File: config.mk
export PLATFORM = sky130hd
export DESIGN_NAME = a51_keystream_gen_flat
export DESIGN_NICKNAME = d
export VERILOG_FILES = /design/src/rtl/a51_keystream_gen_if.sv /design/src/rtl/a51_keystream_gen.sv /design/src/flat_wrapper.sv
export SDC_FILE = /design/constraint.sdc
export NUM_CORES = 1
export LEC_CHECK = 0
export BUFFER_PORTS_ARGS = -buffer_cell sky130_fd_sc_hd__buf_4
export CAP_MARGIN = 30
export CORE_MARGIN = 2
export CORE_UTILIZATION = 30
export DETAILED_ROUTE_END_ITERATION = 6
export PLACE_DENSITY = 0.48
export SETUP_SLACK_MARGIN = 0.3
export SLEW_MARGIN = 20
export SYNTH_ARGS = -nofsm -noshare
export SYNTH_HDL_FRONTEND = slang
export SYNTH_SLANG_ARGS = --single-unit
export TNS_END_PERCENT = 1
File: constraint.sdc
create_clock -name clk -period 2.6 [get_ports clk]
set_clock_uncertainty 0.2 [all_clocks]
set_input_delay 0.13 -clock clk [delete_from_list [all_inputs] [get_ports clk]]
set_output_delay 0.13 -clock clk [all_outputs]
set_load 0.05 [all_outputs]
File: src/rtl/a51_keystream_gen_if.sv
// A5/1 keystream port bundle: start/key/frame control in, handshaked keystream out.
// Latency: none, wires only.
// Backpressure: ks_ready from the consumer holds the keystream; start is only honoured while idle.
interface a51_keystream_gen_if #(
   parameter int KEY_BITS   = 64,
   parameter int FRAME_BITS = 22
);
   logic                  start;
   logic [KEY_BITS-1:0]   key;
   logic [FRAME_BITS-1:0] frame;
   logic                  busy;
   logic                  ks_bit;
   logic                  ks_valid;
   logic                  ks_ready;
   logic                  done;

   // Controller/consumer side
   modport master (
      output start, key, frame, ks_ready,
      input  busy, ks_bit, ks_valid, done
   );

   // Generator side
   modport slave (
      input  start, key, frame, ks_ready,
      output busy, ks_bit, ks_valid, done
   );
endinterface

File: src/rtl/a51_keystream_gen.sv
// A5/1 keystream generator: 19/22/23-bit LFSRs, key/frame load, warm-up, then KS_BITS handshaked bits.
// Latency: start accepted in cycle 0 -> first ks_valid in cycle 1+KEY_BITS+FRAME_BITS+WARMUP+1.
// Backpressure: ks_ready low freezes registers and ks_bit; optional debug taps under A51_DBG_EN.
module a51_keystream_gen #(
   parameter int KEY_BITS   = 64,
   parameter int FRAME_BITS = 22,
   parameter int WARMUP     = 100,
   parameter int KS_BITS    = 228
) (
   input  logic                clk,
   input  logic                rst_n,
   a51_keystream_gen_if.slave  ks
`ifdef A51_DBG_EN
   ,
   output logic [18:0]         dbg_r1,
   output logic [21:0]         dbg_r2,
   output logic [22:0]         dbg_r3,
   output logic [2:0]          dbg_step,
   output logic [2:0]          dbg_state
`endif
);

   // Counter must cover the longest phase without wrapping.
   localparam int MAX_A   = (KEY_BITS > FRAME_BITS) ? KEY_BITS : FRAME_BITS;
   localparam int MAX_B   = ((WARMUP + 1) > KS_BITS) ? (WARMUP + 1) : KS_BITS;
   localparam int CNT_MAX = (MAX_A > MAX_B) ? MAX_A : MAX_B;
   localparam int CNT_W   = (CNT_MAX > 1) ? $clog2(CNT_MAX) : 1;

   localparam logic [CNT_W-1:0] KEY_LAST   = CNT_W'(KEY_BITS - 1);
   localparam logic [CNT_W-1:0] FRAME_LAST = CNT_W'(FRAME_BITS - 1);
   localparam logic [CNT_W-1:0] WARM_LAST  = CNT_W'(WARMUP);
   localparam logic [CNT_W-1:0] KS_LAST    = CNT_W'(KS_BITS - 1);

   typedef enum logic [2:0] {
      S_IDLE       = 3'd0,
      S_LOAD_KEY   = 3'd1,
      S_LOAD_FRAME = 3'd2,
      S_WARMUP     = 3'd3,
      S_STREAM     = 3'd4,
      S_DONE       = 3'd5
   } state_t;

   state_t                state;
   state_t                state_nxt;

   logic [18:0]           r1;
   logic [21:0]           r2;
   logic [22:0]           r3;
   logic [CNT_W-1:0]      cnt;
   logic [KEY_BITS-1:0]   key_sr;
   logic [FRAME_BITS-1:0] frame_sr;

   logic                  c1, c2, c3, maj;
   logic [2:0]            maj_en;
   logic                  fb1, fb2, fb3;
   logic                  hs;
   logic                  accept;

   logic                  busy_o;
   logic                  valid_o;
   logic                  done_o;
   logic [2:0]            step_en;
   logic                  load_bit;
   logic                  cnt_inc;

   // Clocking bits and majority vote; a register steps when its bit agrees with the majority.
   assign c1     = r1[8];
   assign c2     = r2[10];
   assign c3     = r3[10];
   assign maj    = (c1 & c2) | (c1 & c3) | (c2 & c3);
   assign maj_en = {c3 == maj, c2 == maj, c1 == maj};

   // Feedback taps of each register.
   assign fb1 = r1[18] ^ r1[17] ^ r1[16] ^ r1[13];
   assign fb2 = r2[21] ^ r2[20];
   assign fb3 = r3[22] ^ r3[21] ^ r3[20] ^ r3[7];

   assign accept = (state == S_IDLE) && ks.start;
   assign hs     = (state == S_STREAM) && ks.ks_ready;

   // State register.
   always_ff @(posedge clk or negedge rst_n) begin
      if (!rst_n) begin
         state <= S_IDLE;
      end else begin
         state <= state_nxt;
      end
   end

   // Next-state: each phase ends when the counter reaches its last index.
   always_comb begin
      state_nxt = state;
      case (state)
         S_IDLE:       if (ks.start)              state_nxt = S_LOAD_KEY;
         S_LOAD_KEY:   if (cnt == KEY_LAST)       state_nxt = S_LOAD_FRAME;
         S_LOAD_FRAME: if (cnt == FRAME_LAST)     state_nxt = S_WARMUP;
         S_WARMUP:     if (cnt == WARM_LAST)      state_nxt = S_STREAM;
         S_STREAM:     if (hs && cnt == KS_LAST)  state_nxt = S_DONE;
         S_DONE:                                  state_nxt = S_IDLE;
         default:                                 state_nxt = S_IDLE;
      endcase
   end

   // Outputs and datapath controls decoded from the current state.
   always_comb begin
      busy_o   = 1'b0;
      valid_o  = 1'b0;
      done_o   = 1'b0;
      step_en  = 3'b000;
      load_bit = 1'b0;
      cnt_inc  = 1'b0;
      case (state)
         S_LOAD_KEY: begin
            busy_o   = 1'b1;
            step_en  = 3'b111;
            load_bit = key_sr[0];
            cnt_inc  = 1'b1;
         end
         S_LOAD_FRAME: begin
            busy_o   = 1'b1;
            step_en  = 3'b111;
            load_bit = frame_sr[0];
            cnt_inc  = 1'b1;
         end
         S_WARMUP: begin
            busy_o   = 1'b1;
            step_en  = maj_en;
            cnt_inc  = 1'b1;
         end
         S_STREAM: begin
            busy_o   = 1'b1;
            valid_o  = 1'b1;
            step_en  = hs ? maj_en : 3'b000;
            cnt_inc  = hs;
         end
         S_DONE: begin
            done_o   = 1'b1;
         end
         default: begin
            busy_o   = 1'b0;
         end
      endcase
   end

   // LFSR stepping; load bits are injected into bit 0 after the regular step.
   always_ff @(posedge clk or negedge rst_n) begin
      if (!rst_n) begin
         r1       <= '0;
         r2       <= '0;
         r3       <= '0;
         key_sr   <= '0;
         frame_sr <= '0;
      end else if (accept) begin
         r1       <= '0;
         r2       <= '0;
         r3       <= '0;
         key_sr   <= ks.key;
         frame_sr <= ks.frame;
      end else begin
         if (step_en[0]) r1 <= {r1[17:0], fb1 ^ load_bit};
         if (step_en[1]) r2 <= {r2[20:0], fb2 ^ load_bit};
         if (step_en[2]) r3 <= {r3[21:0], fb3 ^ load_bit};
         if (state == S_LOAD_KEY)   key_sr   <= key_sr >> 1;
         if (state == S_LOAD_FRAME) frame_sr <= frame_sr >> 1;
      end
   end

   // Phase counter: cleared on every state change, so each phase starts at 0.
   always_ff @(posedge clk or negedge rst_n) begin
      if (!rst_n) begin
         cnt <= '0;
      end else if (state_nxt != state) begin
         cnt <= '0;
      end else if (cnt_inc) begin
         cnt <= cnt + CNT_W'(1);
      end
   end

   assign ks.busy     = busy_o;
   assign ks.ks_valid = valid_o;
   assign ks.done     = done_o;
   assign ks.ks_bit   = r1[18] ^ r2[21] ^ r3[22];

`ifdef A51_DBG_EN
   assign dbg_r1    = r1;
   assign dbg_r2    = r2;
   assign dbg_r3    = r3;
   assign dbg_step  = step_en;
   assign dbg_state = state;
`endif

endmodule

File: src/flat_wrapper.sv
// flat-port wrapper written by rule: the top's interface ports become plain ports
module a51_keystream_gen_flat 
#(
   parameter int KEY_BITS   = 64,
   parameter int FRAME_BITS = 22,
   parameter int WARMUP     = 100,
   parameter int KS_BITS    = 228
)
  (clk, rst_n, ks_start, ks_key, ks_frame, ks_ks_ready, ks_busy, ks_ks_bit, ks_ks_valid, ks_done);
  a51_keystream_gen_if #(.KEY_BITS(KEY_BITS), .FRAME_BITS(FRAME_BITS)) ks_i ();
  input  logic clk;
  input  logic rst_n;
  input wire logic [$bits(ks_i.start)-1:0] ks_start;
  input wire logic [$bits(ks_i.key)-1:0] ks_key;
  input wire logic [$bits(ks_i.frame)-1:0] ks_frame;
  input wire logic [$bits(ks_i.ks_ready)-1:0] ks_ks_ready;
  output wire logic [$bits(ks_i.busy)-1:0] ks_busy;
  output wire logic [$bits(ks_i.ks_bit)-1:0] ks_ks_bit;
  output wire logic [$bits(ks_i.ks_valid)-1:0] ks_ks_valid;
  output wire logic [$bits(ks_i.done)-1:0] ks_done;
  assign ks_i.start = ks_start;
  assign ks_i.key = ks_key;
  assign ks_i.frame = ks_frame;
  assign ks_i.ks_ready = ks_ks_ready;
  assign ks_busy = ks_i.busy;
  assign ks_ks_bit = ks_i.ks_bit;
  assign ks_ks_valid = ks_i.ks_valid;
  assign ks_done = ks_i.done;
  a51_keystream_gen #(.KEY_BITS(KEY_BITS), .FRAME_BITS(FRAME_BITS), .WARMUP(WARMUP), .KS_BITS(KS_BITS)) u_core (.clk(clk), .rst_n(rst_n), .ks(ks_i));
endmodule
### Yosys cells after proc, flatten, opt, wreduce, memory -nomap -nowiden

Index checks and enable logic that the tools add are counted.
W data, S select, Z words.

| word-level totals | value |
|---|---|
| input port bits | 90 |
| bits in registers | 161 |

| cells by class | value |
|---|---|
| bitwise gates (word level) | 17 |
| add/sub/neg operators | 1 |
| multiplexer cells | 25 |
| equality and inequality tests | 13 |
| reductions and logical operators | 13 |

Operators by type and width:

| kind | count |
|---|---|
| $mux W64 | 2 |
| $mux W22 | 4 |
| $mux W23 | 2 |
| $mux W19 | 2 |
| $mux W3 | 6 |
| $mux W8 | 2 |
| $pmux W3 S5 | 1 |
| $reduce_bool A2 Y1 | 6 |
| $xor A1 B1 Y1 | 12 |
| $pmux W3 S3 | 1 |
| $add A8 B1 Y8 const B | 1 |
| $eq A8 B5 Y1 const B | 1 |
| $eq A8 B6 Y1 const B | 1 |
| $eq A8 B7 Y1 const B | 1 |
| $eq A8 B8 Y1 const B | 1 |
| $eq A3 B2 Y1 const B | 2 |
| $eq A3 B3 Y1 const B | 2 |
| $pmux W1 S2 | 2 |
| $reduce_or A4 Y1 | 1 |
| $and A1 B1 Y1 | 3 |
| $eq A1 B1 Y1 | 3 |
| $eq A3 B1 Y1 const B | 1 |
| $logic_and A1 B1 Y1 | 3 |
| $logic_not A3 Y1 | 1 |
| 5 further kinds | 8 |

### Depth between registers and ports, before layout

Gate-level depths: netlist (run 1).

| depth | value |
|---|---|
| depth after elaboration | 8 |
| gate-level depth with buffers | 8 |

### Worst setup path before layout (run 1)

Ideal clock, no wire load.

| timing | value |
|---|---|
| path type | register -> register |
| start | register u_core.state[0] |
| end | register u_core.r1[0] |
| stages on the path, launching flop included | 8 |
| setup time | 0.128 ns |
| data arrival time | 1.544 ns |
| clock period less this slack | 1.872 ns |
| path buffers | 3 |
| setup slack | 0.728 ns |
| path through | dfrtp_1 -> buf_4 -> and3b_1 -> buf_2 -> o221a_2 -> buf_6 -> o31ai_1 -> a21oi_1 |

| on the way | value |
|---|---|
| cells in the longest elaborated chain, start to end | 5 |
| elaborated cells between the ends (all ways) | 15 |
| those cells by class | eq/ne (4); mux (5); bitwise (1); reduce/logical (5) |

Ends and longest elaborated chain:

| item | RTL line | RTL |
|---|---|---|
| start, declared | a51_keystream_gen.sv:43 | `state_t state;` |
| start signal, assigned | a51_keystream_gen.sv:86 | `state <= state_nxt;` |
| $eq A3 B2 Y1 (tied with other cells) | a51_keystream_gen.sv:112 | `case (state)` |
| $pmux W1 S2 or $logic_and A1 B1 Y1 (tied branches) | a51_keystream_gen.sv:112, a51_keystream_gen.sv:79 |  |
| $xor A1 B1 Y1 or $mux W3 (tied branches) | a51_keystream_gen.sv:160, a51_keystream_gen.sv:133 |  |
| $mux W19 or $pmux W3 S3 (tied branches) | a51_keystream_gen.sv:160, a51_keystream_gen.sv:112 |  |
| $mux W19 or $reduce_bool A2 Y1 (tied branches) | - |  |
| end signal, assigned | a51_keystream_gen.sv:160 | `if (step_en[0]) r1 <= {r1[17:0], fb1 ^ load_bit};` |
| end, declared | a51_keystream_gen.sv:46 | `logic [18:0] r1;` |

Several ways; a longest one is shown, not always the timed one. The select of a mux whose other input is x is not followed.
A chain may end at the register's enable or synchronous reset.

### Final worst setup path (run 1)

| timing | value |
|---|---|
| start | register u_core.state[2] |
| end | register u_core.r1[11] |

| on the way | value |
|---|---|
| cells in the longest elaborated chain, start to end | 5 |
| elaborated cells between the ends (all ways) | 12 |
| those cells by class | eq/ne (4); mux (3); reduce/logical (5) |

Ends and longest elaborated chain:

| item | RTL line | RTL |
|---|---|---|
| $eq A3 B3 Y1 | a51_keystream_gen.sv:79, a51_keystream_gen.sv:112 |  |
| $logic_and A1 B1 Y1 | a51_keystream_gen.sv:79 | `assign hs = (state == S_STREAM) && ks.ks_ready;` |
| $mux W3 | a51_keystream_gen.sv:133 | `step_en = hs ? maj_en : 3'b000;` |
| $pmux W3 S3 | a51_keystream_gen.sv:112 |  |
| $reduce_bool A2 Y1 (no line) | - |  |

Several ways; a longest one is shown, not always the timed one.

==> summary.txt, run 1 <==
Logic synthesis
  • Synthesized Nets: 856
  • Most common flop cell mapped by yosys: dfrtp_1
  • EDFF count, synth: 0
  • Avg Inst Size Synth: 10.05 sq um
  • Proportion of register bits with asynchronous set or reset after synthesis: 100.0%
  • Fraction of the yosys area taken by sequential cells: 52.56%
  • Area of the mapped netlist: 7665 sq um
  • Most frequent cell after synthesis: dfrtp_1
  • Count of synthesis-stage warnings from yosys: 0
  • Proportion of netlist area held by the largest area contributor: 52.56%
  • Synthesized instance count: 763
  • Cell taking the most area after synthesis: dfrtp_1
  • Cell types with the highest counts after synthesis: dfrtp_1 (161), o21ai_0 (143), nand2_1 (93), mux2i_1 (81), a21oi_1 (65)
  • Register bit count reported by yosys: 161
  • Number of distinct library cells after synthesis: 49
  • Leading post-synthesis cells by cell area: dfrtp_1 (53%), mux2i_1 (11%), o21ai_0 (9.3%)

Drt
  • Routed len/inst: 14.76 um
  • Wire length after detailed routing: 18680 um
  • Number of detailed-routing iterations run before antenna repair: 5
  • DRT antenna net count: 0
  • Number of vias in the routed layout: 6094
  • Drt first-iter violations: 296
  • Vias per Instance: 4.814
  • Remaining DRCs: 0

Power
  • Gate power share: 16.4%
  • Proportion of power drawn by flip-flops and latches: 47.4%
  • Cell leakage power: 4.537 nW
  • Switching power share of the total: 29.15%
  • P per Cell Area: 672.0 nW/um^2
  • Worst voltage drop across the vdd grid: 0.0004008 V
  • Total internal power: 0.004867 W
  • Clk pwr share: 36.2%
  • Switching pwr: 0.002002 W

Layout
  • Post-route standard cell area excluding fillers: 10220 sq um
  • Final-stage net count: 1016
  • Core utilization of the finished layout: 40.71%
  • Synth-to-Final Area Change: 33.35%
  • Number of fill cells: 2509
  • Filler-free cell count of the finished design: 1266
  • Share of cells above drive strength 1: 17.09%
  • Diodes inserted: 0

Floorplanning
  • Core region area: 25110 sq um
  • Effective utilization at floorplan: 30.53%
  • Die boundary width: 163.8 um
  • I/O Pins: 94
  • Die ar.: 26840 sq um
  • Height of the die: 163.8 um
  • Floorplan row count: 58

Status
  • Outcome: complete, no violations

GRT
  • M2 GR Usage: 22.33%
  • Maximum number of pins on one net before global-route repair: 91
  • Met3 capacity usage during global routing: 2.727%
  • Antenna violations before repair: 0
  • Global-route wire length before repair: 31110 um
  • GRT busiest layer: met2
  • Met1 track demand over resource in global routing: 19.69%
  • Sum of overflow across all layers after global routing: 0
  • Total global routing track utilization: 14.14%
  • Vias in the first global route: 6170

Setup path
  • Worst reg-to-reg path cell count: 5
  • Crit-path max FO: 19
  • Endpoint class of the critical path: flip-flop
  • Largest stage delay on the critical path: 0.48 ns
  • Worst-path cell chain: buf_4 > and3b_1 > o221a_2 > o21ai_0 > a21oi_1
  • Slowest stage cell, crit path: o221a_2
  • Critical Path Start Type: flip-flop
  • Required time of the worst setup path: 2.75 ns
  • Classification of the worst setup path: flip-flop to flip-flop
  • Data arrival time of the critical path: 2.29 ns

Clock tree
  • Clock insertion delay at the later pin of the skew report: 0.42 ns
  • TritonCTS clock tree: yes
  • Clock edge transition at the registers on the reported setup and hold paths: 0.07 ns
  • Total CTS buffers: 17
  • Clock tree sinks: 161
  • Clock root buffer master: clkbuf_16
  • Number of H-tree levels: 4
  • Clock Path Buffers: 2

STA
  • Part of the cycle the worst path needs: 82.60%
  • Setup total negative slack: 0 ns
  • Relative slew slack: 64.19%
  • Max Clk Rate: 465.7 MHz
  • Period minus WS final: 2.147 ns
  • Final hold vios: 0
  • Measured slew at the worst slew-check pin: 0.5359 ns
  • RSZ-0062 raised after global routing: yes
  • Pins Over Slew Limit: 0
  • Worst hold slack: 0.008159 ns
  • Final number of setup-violating endpoints: 0

Placed design
  • Cell area after placement: 8692 sq um
  • Port buffer count: 93
  • Dpl hpwl: 10960 um
  • Placed Cells incl. Taps: 1143
  • Placer congestion estimate: 0.7451

Job
  • Number of max-cap violations: 0

Worst hold path
  • Kind of path behind the tightest hold check: input port to async pin
## per-stage QoR
stage / setup WS, ns / total power, W
floorplan: 0.7282 / 0.003944
global placement: 0.2416 / 0.004306
detailed placement: 0.3277 / 0.004323
CTS: 0.3141 / 0.006957
global route: 0.2905 / 0.007263
finish: 0.4525 / 0.006869
## power by group through the flow
stage / logic (W) / clock network [W] / registers [W]
6_report: 0.00112 / 0.00249 / 0.00326
5_1_grt: 0.00128 / 0.00267 / 0.00332
4_1_cts: 0.00114 / 0.00256 / 0.00325
3_5_place_dp: 0.00103 / 0 / 0.00329
3_3_place_gp: 0.00101 / 0 / 0.00330
2_1_floorplan: 0.000751 / 0 / 0.00319
## repair_timing
item                       4_1_cts  5_1_grt
setup buffers                    0        2
setup endpoints to repair        0       63
hold endpoints to repair       247        0
hold buffers                    87        0
gates resized for setup          0        3
## flip-flops by register name (all words and copies together), names as in the netlist
signal and cells:
u_core.cnt 8, u_core.state 3, u_core.key_sr 64, u_core.r1 19, u_core.r2 22, u_core.frame_sr 22, u_core.r3 23
## routing by layer
layer  wire, um  part of all wire, %
met3        584                  3.1
met4        226                  1.2
met5          0                    0
met1       9048                   48
met2       8819                   47
## final cells by class
cell class	instances	area [sq um]	share of cell area [%]
Clock inverter	15	165.2	1.616
Sequential cell	161	4029	39.42
Timing Repair Buffer	205	1884	18.44
Clock buffer	17	425.4	4.162
Multi-Input combinational cell	536	3297	32.26
Inverter	2	7.507	0.07345
Tap cell	330	412.9	4.040
## worst paths after layout
path,startpoint,to,slack (ns)
max,u_core.state[2],u_core.r1[11],0.45
min,rst_n,u_core.key_sr[33],0.008
max reg2reg,u_core.state[2],u_core.r1[11],0.45
min reg2reg,u_core.key_sr[28],u_core.key_sr[28],0.28
max in group asynchronous,rst_n,u_core.key_sr[23],1.40
min in group clk,ks_start,u_core.state[0],0.03
## cell families (layout without fill, tap and decap cells)
family	Yosys count	count (layout)	share of synthesized area, %
AOI/OAI and AO/OA	234	234	16.73
and+or+nand+nor	198	198	12.68
muxes	81	81	10.58
DFF	161	161	52.56
xor gates and xnor gates	20	20	2.285
adders and majority gates	3	3	0.4898
buffers and inverters	66	239	4.669
## cell usage in the layout (no fill, tap or decap), types with 2 or more instances in the layout
cell | netlist | final
o211ai_1 | 3 | 3
nand2_1 | 93 | 93
inv_6 | 0 | 6
and3b_1 | 3 | 3
clkbuf_16 | 0 | 18
dfrtp_1 | 161 | 161
mux2i_1 | 81 | 81
buf_4 | 12 | 106
nand4_1 | 5 | 5
nor3_1 | 8 | 8
ha_1 | 3 | 3
o2111ai_1 | 2 | 2
o21ai_1 | 2 | 2
buf_12 | 0 | 6
a21oi_1 | 65 | 65
nand3b_1 | 4 | 4
o21ai_0 | 143 | 143
xor2_1 | 6 | 6
inv_8 | 0 | 3
a22oi_1 | 6 | 6
a22o_1 | 2 | 2
inv_1 | 2 | 2
o31ai_1 | 3 | 3
nor2_1 | 5 | 5
xnor2_1 | 14 | 14
clkinv_8 | 0 | 4
buf_6 | 3 | 4
nand2b_1 | 2 | 2
dlygate4sd3_1 | 0 | 87
and2_1 | 2 | 2
nand3_1 | 63 | 63
## critical path: cells and delay by family, from the launching register on
kind | cells | cell delay, ns
buffers and inverters | 1 | 0.20
AOI/OAI and AO/OA | 3 | 0.79
DFF | 1 | 0.43
and+or+nand+nor | 1 | 0.45
Note: power is estimated with default switching activity, not from simulation.
==> run 2, diff against run 1 <==
ABC_AREA = 1   (was default)
PLACE_DENSITY = 0.49   (was 0.48)
clock period = 1.8 ns   (was 2.6 ns; I/O delays follow)
==> summary.txt, run 2 <==
Logic synthesis
  • Register bit count reported by yosys: 161 (unchanged)
  • Synthesized instance count: 920 (+21%)
  • Leading post-synthesis cells by cell area: dfrtp_1 (53%), nand2_1 (13%), nand3_1 (9.3%)
  • XOR/XNOR share of the synthesized area: 1.968% (-0.32 points)
  • Most common flop cell mapped by yosys: dfrtp_1
  • Proportion of register bits with asynchronous set or reset after synthesis: 100.0% (unchanged)
  • Share of synthesized cell area in and, or, nand and nor gates: 25.39% (+13 points)
  • Area of the mapped netlist: 7565 sq um (-1.3%)
  • Mux cell area share after synthesis: 0% (-11 points)
  • Cell taking the most area after synthesis: dfrtp_1
  • Adder-cell share of the synthesized area: 0.4962% (+0.0065 points)
  • Synthesized Nets: 1013 (+18%)
  • Proportion of netlist area held by the largest area contributor: 53.26% (+0.70 points)
  • Cell types with the highest counts after synthesis: nand2_1 (262), dfrtp_1 (161), nand3_1 (141), o21ai_0 (132), inv_1 (84)
  • Most frequent cell after synthesis: nand2_1
  • Count of synthesis-stage warnings from yosys: 0 (unchanged)
  • Fraction of the yosys area taken by sequential cells: 53.26% (+0.70 points)
  • Combinational family with the most area after synthesis: simple AND/OR/NAND/NOR gates
  • Avg Inst Size Synth: 8.223 sq um (-18%)
  • Number of distinct library cells after synthesis: 33 (-33%)
  • Post-synthesis compound-gate area fraction: 10.60% (-6.1 points)
  • EDFF count, synth: 0 (unchanged)

GRT
  • Maximum number of pins on one net before global-route repair: 62 (-32%)
  • Total global routing track utilization: 15.11% (+0.97 points)
  • Antenna violations before repair: 0 (unchanged)
  • Vias in the first global route: 6566 (+6.4%)
  • Global-route wire length before repair: 32480 um (+4.4%)
  • Sum of overflow across all layers after global routing: 0 (unchanged)

Layout
  • Final-stage net count: 1225 (+21%)
  • Commonest non-fill, non-tap cells in the layout: nand2_1 (237), dfrtp_1 (159), nand3_1 (138), buf_4 (132), dlygate4sd3_1 (89)
  • Register name with the most flops: u_core.key_sr
  • Post-route standard cell area excluding fillers: 10750 sq um (+5.2%)
  • Share of cells above drive strength 1: 24.13% (+7.0 points)
  • Diodes inserted: 0 (unchanged)
  • Largest registers in the final layout: u_core.key_sr (64), u_core.r3 (23)
  • Synth-to-Final Area Change: 42.08%
  • Most common cell after layout, fill and taps aside: nand2_1
  • Flip-flop count of the largest register, all copies and words added: 64 (unchanged)

STA
  • Relative slew slack: 71.72% (+7.5 points)
  • Min setup slack post-route: -0.04219 ns (-0.4947 ns)
  • Pins Over Slew Limit: 0 (unchanged)
  • Final number of setup-violating endpoints: 1 (+1)
  • Setup total negative slack: -0.04219 ns (-0.04219 ns)
  • Final hold vios: 33 (+33)
  • Period minus WS final: 1.842 ns
  • Max Clk Rate: 542.8 MHz
  • Part of the cycle the worst path needs: 102.3%
  • Worst hold slack: -0.06384 ns (-0.07200 ns)
  • Measured slew at the worst slew-check pin: 0.4242 ns (-0.1117 ns)
  • RSZ-0062 raised after global routing: yes

Worst hold path
  • Kind of path behind the tightest hold check: input port to async pin

Clock tree
  • Clock Path Buffers: 2 (unchanged)
  • TritonCTS clock tree: yes
  • Clock insertion delay at the later pin of the skew report: 0.43 ns (about the same)
  • Clock tree sinks: 161 (unchanged)
  • Total CTS buffers: 17 (unchanged)
  • Clock root buffer master: clkbuf_16
  • Number of H-tree levels: 4 (unchanged)
  • Clock edge transition at the registers on the reported setup and hold paths: 0.07 ns (about the same)

Drt
  • Number of detailed-routing iterations run before antenna repair: 5 (unchanged)
  • Number of vias in the routed layout: 6763 (+11%)
  • Routed len/inst: 13.10 um (-11%)
  • Drt first-iter violations: 377 (+27%)
  • Remaining DRCs: 0 (unchanged)
  • Wire length after detailed routing: 19300 um (+3.3%)
  • Vias per Instance: 4.588 (-4.7%)
  • DRT antenna net count: 0 (unchanged)

Setup path
  • Worst Path Buf+Inv: 4 (+3)
  • Endpoint class of the critical path: primary output
  • Critical Path Start Type: flip-flop
  • Slowest stage cell, crit path: dfrtp_2
  • Worst-path cell chain: inv_2 > nand2_4 > nor2_4 > buf_6 > inv_4 > nand2_2 > buf_8
  • Crit-path max FO: 4 (-15)
  • Classification of the worst setup path: flip-flop to primary output
  • Largest stage delay on the critical path: 0.43 ns (-0.05 ns)
  • Required time of the worst setup path: 1.51 ns (-1.24 ns)
  • Data arrival time of the critical path: 1.55 ns (-0.74 ns)
  • Category of cells accounting for the largest share of critical-path delay: flip-flops

Power
  • Clk pwr share: 45.8% (+9.6 points)
  • Switching power share of the total: 23.43% (-5.7 points)
  • Worst voltage drop across the vdd grid: 0.0004547 V (+13%)
  • Switching pwr: 0.001743 W (-13%)
  • Gate power share: 5.6% (-11 points)
  • Cell leakage power: 5.098 nW (+12%)
  • Proportion of power drawn by flip-flops and latches: 48.6% (+1.2 points)
  • Total internal power: 0.005698 W (+17%)
  • P per Cell Area: 692.3 nW/um^2 (+3.0%)

Placed design
  • Port buffer count: 93 (unchanged)
  • Dpl hpwl: 12380 um (+13%)
  • Cell area after placement: 8956 sq um (+3.0%)
  • Placer congestion estimate: 0.7817 (+4.9%)
  • Post-placement setup slack: -0.03091 ns (-0.3586 ns)

Status
  • Violated checks: negative hold slack, negative setup slack
  • Outcome: complete, but fails checks

Job
  • Number of max-cap violations: 0 (unchanged)

Floorplanning
  • Floorplan row count: 58 (unchanged)
  • I/O Pins: 94 (unchanged)
  • Core region area: 24960 sq um (-0.58%)
  • Effective utilization at floorplan: 30.30% (-0.22 points)
  • Die ar.: 26500 sq um (-1.3%)
  • Die boundary width: 162.8 um (-0.64%)
  • Height of the die: 162.8 um (-0.64%)
[run 2: cell type report]
cell class,instances,area [sq um]
multi-input cells,617,3146
well taps,330,412.9
clock buffers,18,439.2
inverters,90,345.3
clock inverters,13,101.3
flip-flops and latches,161,4031
repair buffers,245,2272
fillers,2471,14220
[run 2: path summary, 6_finish.rpt]
kind	from	slack, ns	cells past startpoint	to
max	u_core.state[1]	-0.04	7	ks_busy
min	rst_n	-0.06	2	u_core.frame_sr[10]
max reg2reg	u_core.cnt[0]	0.01	12	u_core.cnt[3]
min reg2reg	u_core.r1[5]	0.27	2	u_core.r1[5]
max in group asynchronous	rst_n	0.84	3	u_core.key_sr[55]
min in group clk	ks_start	0.10	4	u_core.frame_sr[1]
[run 2: worst register-to-register path: stages, from the launching register on]
cell	delay, ns
dfrtp_1	0.40
buf_4	0.15
ha_1	0.19
nand2_1	0.08
nor2_2	0.05
nand3_1	0.06
nand2_1	0.05
nor2_1	0.10
nand2_1	0.07
nand2_1	0.08
nand2_2	0.06
buf_12	0.14
nor2_1	0.09
[run 2: cell families (layout without fill, tap and decap cells)]
| family | Yosys count | count (layout) |
|---|---|---|
| AOI/OAI and AO/OA | 152 | 152 |
| and+or+nand+nor | 444 | 445 |
| buffers and inverters | 143 | 366 |
| DFF | 161 | 161 |
| adders and majority gates | 3 | 3 |
| xor gates and xnor gates | 17 | 17 |
[run 2: layer usage]
| metal | GRT usage (%) | wire [um] | vias to the layer above |
|---|---|---|---|
| li1 | - | - | 3401 |
| met1 | 20.93 | 9206 | 3225 |
| met2 | 23.63 | 9104 | 114 |
| met3 | 3.209 | 679 | 23 |
| met4 | 4.787 | 312 | 0 |
| met5 | 0 | 0 | - |
[run 2: repair_timing]
action	CTS	global route
buffers inserted	7	3
pin swaps	27	18
hold buffers	88	1
endpoints found under the hold margin	249	35
gates resized for setup	85	59
setup endpoints to repair	164	164
cloned	0	1
[run 2: power groups by stage]
stage	Clock (W)	Sequential (W)	Combinational, W
floorplan	0	0.00369	0.000000156
global placement	0	0.00369	0.000267
detailed placement	0	0.00369	0.000263
CTS	0.00352	0.00362	0.000419
global route	0.00366	0.00361	0.000451
finish	0.00341	0.00362	0.000413
[run 2: per-stage QoR]
stage                     power [W]  util (%)  instances  hold slack (ns)
after detailed placement   0.003949     35.88       1343          -0.1627
after CTS                  0.007554     42.47       1469         -0.06588
after floorplan            0.003687         -        920          -0.4056
final                      0.007441     43.05       1474         -0.06384
after global placement     0.003953     35.88       1343          -0.1599
after global routing       0.007726     43.05       1474         -0.04552
==> run 3, diff against run 2 <==
ABC_CLOCK_PERIOD_IN_PS = 1800   (was default)
CELL_PAD_IN_SITES_DETAIL_PLACEMENT = 1   (was default)
CELL_PAD_IN_SITES_GLOBAL_PLACEMENT = 2   (was default)
PLACE_DENSITY = 0.74   (was 0.49)
==> summary.txt, run 3 (same netlist as run 2, synthesis figures left out) <==
Layout
  • Commonest non-fill, non-tap cells in the layout: nand2_1 (238), dfrtp_1 (159), nand3_1 (139), buf_4 (135), dlygate4sd3_1 (87)
  • Number of fill cells: 2905 (+18%)
  • Share of cells above drive strength 1: 24.59% (+0.46 points)
  • Core utilization of the finished layout: 44.21% (+1.2 points)
  • Filler-free cell count of the finished design: 1490 (+1.1%)
  • Sequential cell area: 4031 sq um (unchanged)
  • Most common cell after layout, fill and taps aside: nand2_1
  • Flip-flop count of the largest register, all copies and words added: 64 (unchanged)
  • Post-route standard cell area excluding fillers: 11040 sq um (+2.7%)
  • Final-stage net count: 1239 (+1.1%)
  • Synth-to-Final Area Change: 45.90%
  • Register name with the most flops: u_core.key_sr
  • Area used by multi-input combinational logic: 3109 sq um (-1.2%)
  • Largest registers in the final layout: u_core.key_sr (64), u_core.r3 (23)

Floorplanning
  • Die ar.: 26500 sq um (unchanged)
  • Effective utilization at floorplan: 30.30% (unchanged)
  • I/O Pins: 94 (unchanged)
  • Floorplan row count: 58 (unchanged)
  • Die boundary width: 162.8 um (unchanged)
  • Core region area: 24960 sq um (unchanged)
  • Height of the die: 162.8 um (unchanged)

Setup path
  • Data arrival time of the critical path: 1.60 ns (+0.05 ns)
  • Crit-path max FO: 5 (+1)
  • Classification of the worst setup path: flip-flop to primary output
  • Critical Path Start Type: flip-flop
  • Category of cells accounting for the largest share of critical-path delay: buffers and inverters
  • Worst-path cell chain: inv_2 > nand2_4 > nor2_4 > buf_6 > buf_6 > inv_4 > nand2_4 > buf_8
  • Required time of the worst setup path: 1.51 ns (about the same)
  • Largest stage delay on the critical path: 0.44 ns (about the same)
  • Endpoint class of the critical path: primary output
  • Slowest stage cell, crit path: dfrtp_2
  • Worst Path Buf+Inv: 5 (+1)

Drt
  • Wire length after detailed routing: 21770 um (+13%)
  • Met1 Wirelength: 10230 um (+11%)
  • Vias per Instance: 4.675 (+1.9%)
  • Number of vias in the routed layout: 6966 (+3.0%)
  • Routed len/inst: 14.61 um (+12%)
  • Wire length on met2: 10590 um (+16%)
  • Number of detailed-routing iterations run before antenna repair: 4 (-1)
  • DRT antenna net count: 0 (unchanged)
  • Routed wire length on met3: 671 um (-1.2%)
  • Drt first-iter violations: 309 (-18%)
  • Top Metal Used: met4
  • Remaining DRCs: 0 (unchanged)

Power
  • P per Cell Area: 700.0 nW/um^2 (+1.1%)
  • Cell leakage power: 5.250 nW (+3.0%)
  • Worst voltage drop across the vdd grid: 0.0004687 V (+3.1%)

STA
  • Final hold vios: 39 (+18%)
  • Final number of setup-violating endpoints: 37 (+36)
  • Period minus WS final: 1.889 ns (+0.04640 ns)
  • Part of the cycle the worst path needs: 104.9% (+2.6 points)
  • Max Clk Rate: 529.5 MHz (-2.5%)
  • Worst hold slack: -0.05027 ns (+0.01357 ns)
  • Relative slew slack: 69.36% (-2.4 points)
  • RSZ-0062 raised after global routing: yes
  • Measured slew at the worst slew-check pin: 0.4595 ns (+0.03532 ns)
  • Pins Over Slew Limit: 0 (unchanged)
  • Min setup slack post-route: -0.08859 ns (-0.04640 ns)

Job
  • Number of max-cap violations: 0 (unchanged)

Clock tree
  • Clock root buffer master: clkbuf_16
  • Clock Path Buffers: 2 (unchanged)
  • Clock insertion delay at the later pin of the skew report: 0.43 ns (about the same)
  • Clock tree sinks: 161 (unchanged)
  • Clock edge transition at the registers on the reported setup and hold paths: 0.08 ns (about the same)
  • Hold buffer count at cts: 87 (-1.1%)
  • Total CTS buffers: 17 (unchanged)
  • Number of H-tree levels: 4 (unchanged)
  • TritonCTS clock tree: yes

Status
  • Outcome: complete, but fails checks
  • Violated checks: negative hold slack, negative setup slack

Placed design
  • Placed Cells incl. Taps: 1339 (-0.30%)
  • Port buffer count: 93 (unchanged)
  • Dpl hpwl: 13430 um (+8.4%)
  • Cell area after placement: 8989 sq um (+0.36%)
  • Placer congestion estimate: 0.8131 (+4.0%)

GRT
  • Total global routing track utilization: 16.93% (+1.8 points)
  • Sum of overflow across all layers after global routing: 0 (unchanged)
  • Maximum number of pins on one net before global-route repair: 52 (-16%)
  • Vias in the first global route: 7396 (+13%)
  • Global-route wire length before repair: 36560 um (+13%)
  • Antenna violations before repair: 1 (+1)

Worst hold path
  • Kind of path behind the tightest hold check: input port to async pin
==> run 3: cell types whose count changed in the layout (fill, tap and decap cells not counted), moves of 3 or more <==
cell and delta:
buf_4 +3, clkinvlp_4 -3, buf_12 +6, inv_8 +3, clkinv_2 -3, o21ai_1 +17
o21ai_0 -12, o21ai_2 -5, clkbuf_16 +4, buf_6 +5, clkinv_8 +6
==> run 3: final cells by class <==
type | instances | share of cell area (%)
inverter | 90 | 3.129
clock inverter | 15 | 1.689
tap | 330 | 3.741
timing repair buffer | 260 | 22.87
sequential | 161 | 36.53
clock buffer | 17 | 3.854
multi-input combinational | 616 | 28.17
antenna | 1 | 0.02267
==> run 3: worst reg2reg max path, delay by kind of cell (launching register included) <==
kind | cells | cell delay, ns
AND/OR/NAND/NOR | 6 | 0.59
buffers and inverters | 3 | 0.40
flip-flops | 1 | 0.44
AO/OA/AOI/OAI | 2 | 0.16
==> run 3: report_power, final <==
part / switching, W / internal (W)
combinational: 0.000150 / 0.000259
clock: 0.00181 / 0.00189
sequential: 0 / 0.00361
==> run 3: stage by stage <==
| step | TNS [ns] | setup slack [ns] | power (W) |
|---|---|---|---|
| finish | -1.229 | -0.08859 | 0.007726 |
| global route | -10.05 | -0.1761 | 0.008005 |
| CTS | -0.4607 | -0.03446 | 0.007840 |
| detailed placement | -5.112 | -0.1056 | 0.003944 |
| global placement | -2.196 | -0.07245 | 0.003947 |
| floorplan | -2.529 | -0.05502 | 0.003687 |
==> run 3: path summary, 6_finish.rpt <==
| kind | start | to | slack (ns) | depth (start not counted) |
|---|---|---|---|---|
| min in group clk | ks_start | u_core.frame_sr[19] | 0.02 | 4 |
| setup reg to reg | u_core.state[1] | u_core.r2[11] | -0.07 | 11 |
| hold / removal | rst_n | u_core.cnt[0] | -0.05 | 2 |
| max in group asynchronous | rst_n | u_core.r2[11] | 0.85 | 3 |
| setup / recovery | u_core.state[1] | ks_busy | -0.09 | 8 |
| hold reg to reg | u_core.r1[12] | u_core.r1[12] | 0.28 | 2 |
==> run 3: routing by layer <==
layer | up-vias | global-route usage (%)
li1 | 3425 | -
met1 | 3417 | 22.60
met2 | 101 | 28.08
met3 | 23 | 3.336
met4 | 0 | 4.626
met5 | - | 0
==> run 3: repair_timing <==
item                                   in CTS  in global routing
pin swaps                                  11                  9
setup buffers                              20                  5
gates resized for setup                    63                 87
setup endpoints to repair                 164                165
gates cloned                                0                  6
endpoints found under the hold margin     247                 37
